<file path="src/rtl/dac_spi_frame_gen_if.sv">
// ---------------------------------------------------------------------------
// dac_spi_frame_gen_if
// Bundles the frame request inputs and the SPI frame timing outputs of
// dac_spi_frame_gen.
//   master : drives start/key_state/dac_cmd/dac_code, observes frame outputs
//   slave  : the frame generator itself
// Signals:
//   start      frame request, sampled on clk
//   key_state  global run enable (low = abort and hold idle)
//   dac_cmd    4-bit command/address nibble -> data_sdi[15:12]
//   dac_code   12-bit DAC code              -> data_sdi[11:0]
//   data_sdi   latched frame word, MSB first on the wire
//   en_dac     1-cycle pulse when a new frame word is loaded
//   cs         chip select, active low
//   sck        SPI clock, idle low
//   cnt_sck    index of the bit on the wire (0..15), 16 = frame complete
//   busy       frame in progress
//   done       1-cycle pulse at end of frame (after the cs-high gap)
// ---------------------------------------------------------------------------
interface dac_spi_frame_gen_if;
  logic        start;
  logic        key_state;
  logic [3:0]  dac_cmd;
  logic [11:0] dac_code;
  logic [15:0] data_sdi;
  logic        en_dac;
  logic        cs;
  logic        sck;
  logic [4:0]  cnt_sck;
  logic        busy;
  logic        done;

  modport master (
    output start, key_state, dac_cmd, dac_code,
    input  data_sdi, en_dac, cs, sck, cnt_sck, busy, done
  );

  modport slave (
    input  start, key_state, dac_cmd, dac_code,
    output data_sdi, en_dac, cs, sck, cnt_sck, busy, done
  );
endinterface

</file>
<file path="src/rtl/dac_spi_frame_gen.sv">
// ---------------------------------------------------------------------------
// dac_spi_frame_gen
// SPI frame timing generator feeding the 16-bit DAC serializer. One
// {cmd,code} word is latched per accepted start request; the block then
// produces en_dac, a 16-bit cs-low window with sck (idle low, data sampled
// on the rising edge), the bit index cnt_sck and a cs-high gap long enough
// for the downstream ldac pulse before signalling done.
// Parameters:
//   SCK_DIV    sck half-period in clk cycles (>=1)
//   FRAME_GAP  clk cycles cs stays high after the last bit, done on the last
//              of them (>=2; >=10 leaves room for ldac)
// Ports:
//   clk    system clock
//   rst_n  asynchronous active-low reset
//   bus    dac_spi_frame_gen_if.slave (request inputs, frame outputs)
// ---------------------------------------------------------------------------
module dac_spi_frame_gen #(
  parameter int SCK_DIV   = 2,
  parameter int FRAME_GAP = 10
) (
  input  logic                clk,
  input  logic                rst_n,
  dac_spi_frame_gen_if.slave  bus
);

  localparam int HC_W = (SCK_DIV > 1) ? $clog2(SCK_DIV) : 1;
  localparam int GC_W = (FRAME_GAP > 2) ? $clog2(FRAME_GAP) : 1;
  localparam logic [HC_W-1:0] HC_LAST = HC_W'(SCK_DIV - 1);
  // done is raised on the edge that ends the gap, so the counter stops one
  // short of FRAME_GAP-1 (counting starts at 0 on the cs-high edge).
  localparam logic [GC_W-1:0] GC_DONE = GC_W'(FRAME_GAP - 2);

  localparam logic [1:0] S_IDLE  = 2'd0;
  localparam logic [1:0] S_LOAD  = 2'd1;
  localparam logic [1:0] S_SHIFT = 2'd2;
  localparam logic [1:0] S_GAP   = 2'd3;

  logic [1:0]      r_state;
  logic [15:0]     r_word;
  logic [15:0]     r_data_sdi;
  logic            r_en_dac;
  logic            r_cs;
  logic            r_sck;
  logic [4:0]      r_cnt_sck;
  logic            r_busy;
  logic            r_done;
  logic [HC_W-1:0] r_hc;
  logic [GC_W-1:0] r_gc;

  logic            w_hc_wrap;

  assign w_hc_wrap = (r_hc == HC_LAST);

  // Frame sequencer: request latch, sck/cs generation, gap timing, abort.
  always_ff @(posedge clk or negedge rst_n) begin
    if (!rst_n) begin
      r_state    <= S_IDLE;
      r_word     <= 16'h0000;
      r_data_sdi <= 16'h0000;
      r_en_dac   <= 1'b0;
      r_cs       <= 1'b1;
      r_sck      <= 1'b0;
      r_cnt_sck  <= 5'd0;
      r_busy     <= 1'b0;
      r_done     <= 1'b0;
      r_hc       <= '0;
      r_gc       <= '0;
    end else if (!bus.key_state) begin
      // Abort: back to idle at once, no done; the last word stays visible.
      r_state   <= S_IDLE;
      r_en_dac  <= 1'b0;
      r_cs      <= 1'b1;
      r_sck     <= 1'b0;
      r_cnt_sck <= 5'd0;
      r_busy    <= 1'b0;
      r_done    <= 1'b0;
      r_hc      <= '0;
      r_gc      <= '0;
    end else begin
      case (r_state)
        S_IDLE: begin
          r_en_dac  <= 1'b0;
          r_cs      <= 1'b1;
          r_sck     <= 1'b0;
          r_cnt_sck <= 5'd0;
          r_busy    <= 1'b0;
          r_done    <= 1'b0;
          r_hc      <= '0;
          r_gc      <= '0;
          if (bus.start) begin
            r_word  <= {bus.dac_cmd, bus.dac_code};
            r_state <= S_LOAD;
          end else begin
            r_state <= S_IDLE;
          end
        end
        S_LOAD: begin
          r_data_sdi <= r_word;
          r_en_dac   <= 1'b1;
          r_busy     <= 1'b1;
          r_hc       <= '0;
          r_state    <= S_SHIFT;
        end
        S_SHIFT: begin
          r_en_dac <= 1'b0;
          if (r_cs) begin
            // First SHIFT cycle: open the frame, bit 0 starts its low phase.
            r_cs      <= 1'b0;
            r_hc      <= '0;
            r_cnt_sck <= 5'd0;
          end else if (w_hc_wrap) begin
            r_hc  <= '0;
            r_sck <= ~r_sck;
            if (r_sck) begin
              // Falling edge: advance to the next bit; after bit 15 close cs.
              r_cnt_sck <= r_cnt_sck + 5'd1;
              if (r_cnt_sck == 5'd15) begin
                r_cs    <= 1'b1;
                r_gc    <= '0;
                r_state <= S_GAP;
              end
            end
          end else begin
            r_hc <= r_hc + HC_W'(1);
          end
        end
        S_GAP: begin
          if (r_gc == GC_DONE) begin
            // busy and cnt_sck=16 stay up through the done cycle; idle clears them.
            r_done  <= 1'b1;
            r_state <= S_IDLE;
          end else begin
            r_gc <= r_gc + GC_W'(1);
          end
        end
        default: begin
          r_state   <= S_IDLE;
          r_en_dac  <= 1'b0;
          r_cs      <= 1'b1;
          r_sck     <= 1'b0;
          r_cnt_sck <= 5'd0;
          r_busy    <= 1'b0;
          r_done    <= 1'b0;
          r_hc      <= '0;
          r_gc      <= '0;
        end
      endcase
    end
  end

  assign bus.data_sdi = r_data_sdi;
  assign bus.en_dac   = r_en_dac;
  assign bus.cs       = r_cs;
  assign bus.sck      = r_sck;
  assign bus.cnt_sck  = r_cnt_sck;
  assign bus.busy     = r_busy;
  assign bus.done     = r_done;

endmodule

</file>
<file path="src/flat_wrapper.sv">
// flat-port wrapper written by rule: the top's interface ports become plain ports
module dac_spi_frame_gen_flat 
#(
  parameter int SCK_DIV   = 2,
  parameter int FRAME_GAP = 10
)
  (clk, rst_n, bus_start, bus_key_state, bus_dac_cmd, bus_dac_code, bus_data_sdi, bus_en_dac, bus_cs, bus_sck, bus_cnt_sck, bus_busy, bus_done);
  dac_spi_frame_gen_if bus_i ();
  input  logic clk;
  input  logic rst_n;
  input wire logic [$bits(bus_i.start)-1:0] bus_start;
  input wire logic [$bits(bus_i.key_state)-1:0] bus_key_state;
  input wire logic [$bits(bus_i.dac_cmd)-1:0] bus_dac_cmd;
  input wire logic [$bits(bus_i.dac_code)-1:0] bus_dac_code;
  output wire logic [$bits(bus_i.data_sdi)-1:0] bus_data_sdi;
  output wire logic [$bits(bus_i.en_dac)-1:0] bus_en_dac;
  output wire logic [$bits(bus_i.cs)-1:0] bus_cs;
  output wire logic [$bits(bus_i.sck)-1:0] bus_sck;
  output wire logic [$bits(bus_i.cnt_sck)-1:0] bus_cnt_sck;
  output wire logic [$bits(bus_i.busy)-1:0] bus_busy;
  output wire logic [$bits(bus_i.done)-1:0] bus_done;
  assign bus_i.start = bus_start;
  assign bus_i.key_state = bus_key_state;
  assign bus_i.dac_cmd = bus_dac_cmd;
  assign bus_i.dac_code = bus_dac_code;
  assign bus_data_sdi = bus_i.data_sdi;
  assign bus_en_dac = bus_i.en_dac;
  assign bus_cs = bus_i.cs;
  assign bus_sck = bus_i.sck;
  assign bus_cnt_sck = bus_i.cnt_sck;
  assign bus_busy = bus_i.busy;
  assign bus_done = bus_i.done;
  dac_spi_frame_gen #(.SCK_DIV(SCK_DIV), .FRAME_GAP(FRAME_GAP)) u_core (.clk(clk), .rst_n(rst_n), .bus(bus_i));
endmodule
</file>
<file path="config.mk">
export PLATFORM = sky130hd
export DESIGN_NAME = dac_spi_frame_gen_flat
export DESIGN_NICKNAME = d
export VERILOG_FILES = /design/src/rtl/dac_spi_frame_gen_if.sv /design/src/rtl/dac_spi_frame_gen.sv /design/src/flat_wrapper.sv
export SDC_FILE = /design/constraint.sdc
export NUM_CORES = 1
export LEC_CHECK = 0
export CAP_MARGIN = 20
export CORE_UTILIZATION = 40
export CTS_BUF_LIST = sky130_fd_sc_hd__clkbuf_4 sky130_fd_sc_hd__clkbuf_8
export DETAILED_ROUTE_END_ITERATION = 8
export MAX_ROUTING_LAYER = met4
export PLACE_DENSITY = 0.65
export SLEW_MARGIN = 25
export SYNTH_ARGS = -nofsm -noshare
export SYNTH_HDL_FRONTEND = slang
export SYNTH_SLANG_ARGS = --single-unit
export TNS_END_PERCENT = 100
</file>
<file path="constraint.sdc">
create_clock -name clk -period 6.3 [get_ports clk]
set_input_delay 0.945 -clock clk [delete_from_list [all_inputs] [get_ports clk]]
set_output_delay 0.945 -clock clk [all_outputs]
set_load 0.01 [all_outputs]
</file>
# == Word level (Yosys, flattened, before mapping) ==
# Index checks and enable logic that the tools add are counted.
# word_totals
register_bits,49
inputBits,20
out_inout_bits,26
# op_classes
add_sub_neg,3
eq_ne,19
n_mux,41
bitwise_logic,1
n_reduce_logical,10
# op_table
operator,n
2-to-1 mux 4 bit,6
2-to-1 mux 5 bit,4
"!= test 3 x 2 -> 1 bit, second input constant",6
2-to-1 mux 1 bit,16
2-to-1 mux 2 bit,6
one-hot mux 1 bit (2 select lines),6
one-hot mux 4 bit (3 select lines),1
one-hot mux 5 bit (2 select lines),1
"!= test 3 x 1 -> 1 bit, second input constant",3
AND reduction 3 bit,3
"!= test 4 x 2 -> 1 bit, second input constant",2
one-hot mux 2 bit (4 select lines),1
"!= test 3 bit, second input constant",2
AND reduction 6 bit,1
"adder 5 x 1 -> 5 bit, second input constant",1
"== test 5 x 4 -> 1 bit, second input constant",1
AND reduction 5 bit,1
"adder 4 x 1 -> 4 bit, second input constant",1
"== test 2 bit, second input constant",2
"== test 4 bit, second input constant",1
"!= test 4 x 1 -> 1 bit, second input constant",1
AND reduction 2 bit,2
OR reduction 2 bit,2
"== test 2 x 1 -> 1 bit, second input constant",1
other kinds (3),3

# == Depth between registers and ports, before layout ==
# depth
ltp_word,7
depth_mapped,8
depth_no_buf,7

# == Worst setup path before layout ==
# OpenSTA, ideal clock, no wires.
# synth_timing
path_kind,flip-flop to flip-flop
startpoint,register u_core.r_state[0]
endpoint,register u_core.r_word[14]
setup_ns,0.125
arrival_time_ns,1.919
required_time_ns,6.175
setup_slack_ns,4.256
stages_incl_launch_ff,8
n_path_buf,3
synth_period_minus_slack_ns,2.044
path_cell_list,dfrtp_1 -> clkbuf_1 -> inv_1 -> ha_1 -> buf_2 -> nand3_1 -> buf_2 -> mux2_2
# synth_between
elab_chain_cells,2
# synth_rtl
item,line_no,rtl
"start, declared",dac_spi_frame_gen.sv:38,logic [1:0] r_state;
"start signal, assigned",dac_spi_frame_gen.sv:57,r_state <= S_IDLE;
"start signal, assigned",dac_spi_frame_gen.sv:70,r_state <= S_IDLE;
"start signal, assigned",dac_spi_frame_gen.sv:92,r_state <= S_LOAD;
zero test 2 bit,dac_spi_frame_gen.sv:80,case (r_state)
AND reduction 3 bit (no source line),--,
"end signal, assigned",dac_spi_frame_gen.sv:91,"r_word <= {bus.dac_cmd, bus.dac_code};"
"end, declared",dac_spi_frame_gen.sv:39,logic [15:0] r_word;
# No other way between the ends.
# A chain may end at the register's enable or synchronous reset.

# == Worst setup path in the final report ==
# layout_timing
startpoint,input port bus_key_state
endpoint,register u_core.r_word[8]
# layout_between
elab_chain_cells,1
# layout_rtl
item,line_no,rtl
"start, declared",flat_wrapper.sv:12,input wire logic [$bits(bus_i.key_state)-1:0] bus_key_state;
AND reduction 3 bit (no source line),--,
# No other way between the ends.

==> reports/metrics.cfg <==
[floorplanning]
io_pins=46
rows=26
die-width_microns=76.26
dieArea_sq_um=5816
initial_core_util=0.4238
die_h_microns=76.26
coreArea_sq_um=5205

[final_layout]
layout_common_cells=dfrtp_1 (48), clkdlybuf4s50_1 (44), mux2_1 (26), nor2_1 (12)
final_common_cell=dfrtp_1
drive_above_1_share=0.09778
final_util=0.5380
n_antenna_cell=0
finalNetCount=253
syn2layout_area_growth_pct=26.94

[synthesis]
ys_ff_latch=49
avgSynthCellArea_sq_um=12.32
synth_top_area_share=0.5445
synthTopCellsByArea=dfrtp_1 (54%), mux2_1 (13%), ha_1 (4.5%)
synth_cells=179
ys_types=37
ys_warn_count=0
synth_top_area_cell=dfrtp_1
syn_nets=207
netlist_area_sq_um=2206
seq_area_frac_synth=0.5564

[global_route]
grt_use_total=0.1531
grt_max_degree=50
grt_overflow=0
grt_pass1_wl_mm=6.844
antenna_found_initial=0
grt_pass1_vias=1442

[cts]
cts_buffer_depth=2
htree_levels=2
tritoncts=done
post_cts_buffers=0
cts-root-buf=clkbuf_8
path_clk_slew_ns=0.09
cts-resized-gates=0
cts_hold_buffers=0
cts.sinks=49
numCtsBuffers=5
clk_latency_ns=0.30

[placement]
io_buffers=45
gp_congestion=0.7797
hpwl_mm=2.655

[worst_hold_path]
hold_depth=1
whs_endpoint=u_core.r_word[6]$_DFFE_PN0P_
holdCritPathClass=flop to flop
hp-start=u_core.r_word[6]$_DFFE_PN0P_

[sta]
final-hold-violation-count=0
post-route-min-period_ns=2.784
whs_ns=0.4894
rsz0062_at_grt=false
maxSlewHeadroom=0.4707
slew_violations=0
fin_crit_sh=0.4420
setup-tns-final_ns=0
tightest_slew_ns=0.7918
fmax_mhz=359.2
fin_skew_ns=0.002788
setup-violations-final=0

[critical_path]
cp_data_arrival_time_ns=2.97
r2r_slack_ns=3.99
path_class=input port to flop
worstPathMaxFanout=16
cp.required_ns=6.48
cp-start-kind=input port
worstRegToRegCells=4
r2r-end=u_core.r_word[8]$_DFFE_PN0P_
r2r_start=u_core.r_state[0]$_DFFE_PN0P_
cp-end-kind=flop
cp-startpoint=bus_key_state

[drt]
via_per_inst=5.031
drc=0
antenna_left=0
dr.first_iter.drc_count=121
drt-total-wl_mm=3.948
firstDrtPassIters=6
wl_per_cell_microns=13.38
vias=1484

[power_and_ir_drop]
leakagePower_nw=1.194
peakVddDrop_uv=235.7
p_per_area_nw_per_um2=368.9

[outcome]
status=complete, no violations

[flow_run]
maxCapViolCount=0

-- cells in the mapped netlist --
cell type	n
nand4_1	3
or2_0	1
nand2_1	8
mux2_2	8
o311a_4	1
inv_1	7
o311ai_1	2
o21ai_1	2
a32o_1	1
a21o_2	1
a22o_1	1
a31oi_1	1
nand3_1	6
or4_1	2
and3b_1	1
and3_1	1
nor2_1	12
mux2i_1	2
clkbuf_1	3
o21ai_0	2
nand2b_1	3
a21o_1	2
or4b_1	1
nand2_2	1
ha_1	8
dfstp_2	1
a22oi_1	2
dfrtp_1	48
o221ai_1	1
nor4_1	2
mux2_1	26
nor3_1	5
nor2b_1	2
nand3b_1	1
a21oi_1	6
buf_2	4
inv_2	1
-- stage by stage --
step / cells / power (mW) / cell area [sq um] / worst slack (ns)
2_1_floorplan: 179 / 0.6938 / 2206 / 4.256
3_3_place_gp: 288 / 0.8586 / 2715 / 3.181
3_5_place_dp: 288 / 0.8636 / 2715 / 3.149
4_1_cts: 295 / 1.049 / 2800 / 3.485
5_1_grt: 295 / 1.106 / 2800 / 3.367
6_report: 295 / 1.033 / 2800 / 3.516
-- per-layer routing --
metal / vias up / global-route usage / share of wire
li1: 724 / - / -
met1: 721 / 0.1983 / 0.49
met2: 35 / 0.2306 / 0.45
met3: 4 / 0.03952 / 0.047
met4: 0 / 0.05769 / 0.011
met5: - / - / 0
-- flip-flops by register name (all words and copies together) (netlist names), 2 cells and up --
name / flops
u_core.r_state: 2
u_core.bus.cnt_sck: 5
u_core.r_gc: 4
u_core.r_word: 16
u_core.bus.data_sdi: 16
-- power breakdown --
part | internal (mW) | switching [mW]
Clock | 0.0767 | 0.105
Combinational | 0.212 | 0.149
Sequential | 0.428 | 0.0629
-- worst max-delay path: stages --
cell	delay, ns
clkdlybuf4s50_1	0.77
nand3_1	0.69
mux2_1	0.55
-- worst max path at each step --
stage / end / slack [ns] / depth (start not counted)
after global placement: u_core.r_word[13]$_DFFE_PN0P_ / 3.18 / 3
after floorplan: u_core.r_word[14]$_DFFE_PN0P_ / 4.26 / 7
after detailed placement: u_core.r_word[15]$_DFFE_PN0P_ / 3.15 / 3
after CTS: u_core.r_word[8]$_DFFE_PN0P_ / 3.48 / 3
after global routing: u_core.r_word[15]$_DFFE_PN0P_ / 3.37 / 3
final: u_core.r_word[8]$_DFFE_PN0P_ / 3.52 / 3
-- cell type report --
class | count | area (sq um)
fillers | 482 | 2405
flip-flops and latches | 49 | 1227
multi-input cells | 115 | 917.1
repair buffers | 46 | 452.9
well taps | 70 | 87.58
clock buffers | 5 | 68.82
inverters | 8 | 30.03
clock inverters | 2 | 16.27
-- cell families after synthesis --
| group | after synthesis | share of synthesized area |
|---|---|---|
| AND/OR/NAND/NOR | 49 | 0.1146 |
| flip-flops | 49 | 0.5564 |
| multiplexers | 36 | 0.1826 |
| AO/OA/AOI/OAI | 22 | 0.07317 |
| buffers and inverters | 15 | 0.02779 |
| adder cells (fa/ha/maj) | 8 | 0.04538 |
Note: power is estimated with default switching activity, not from simulation.
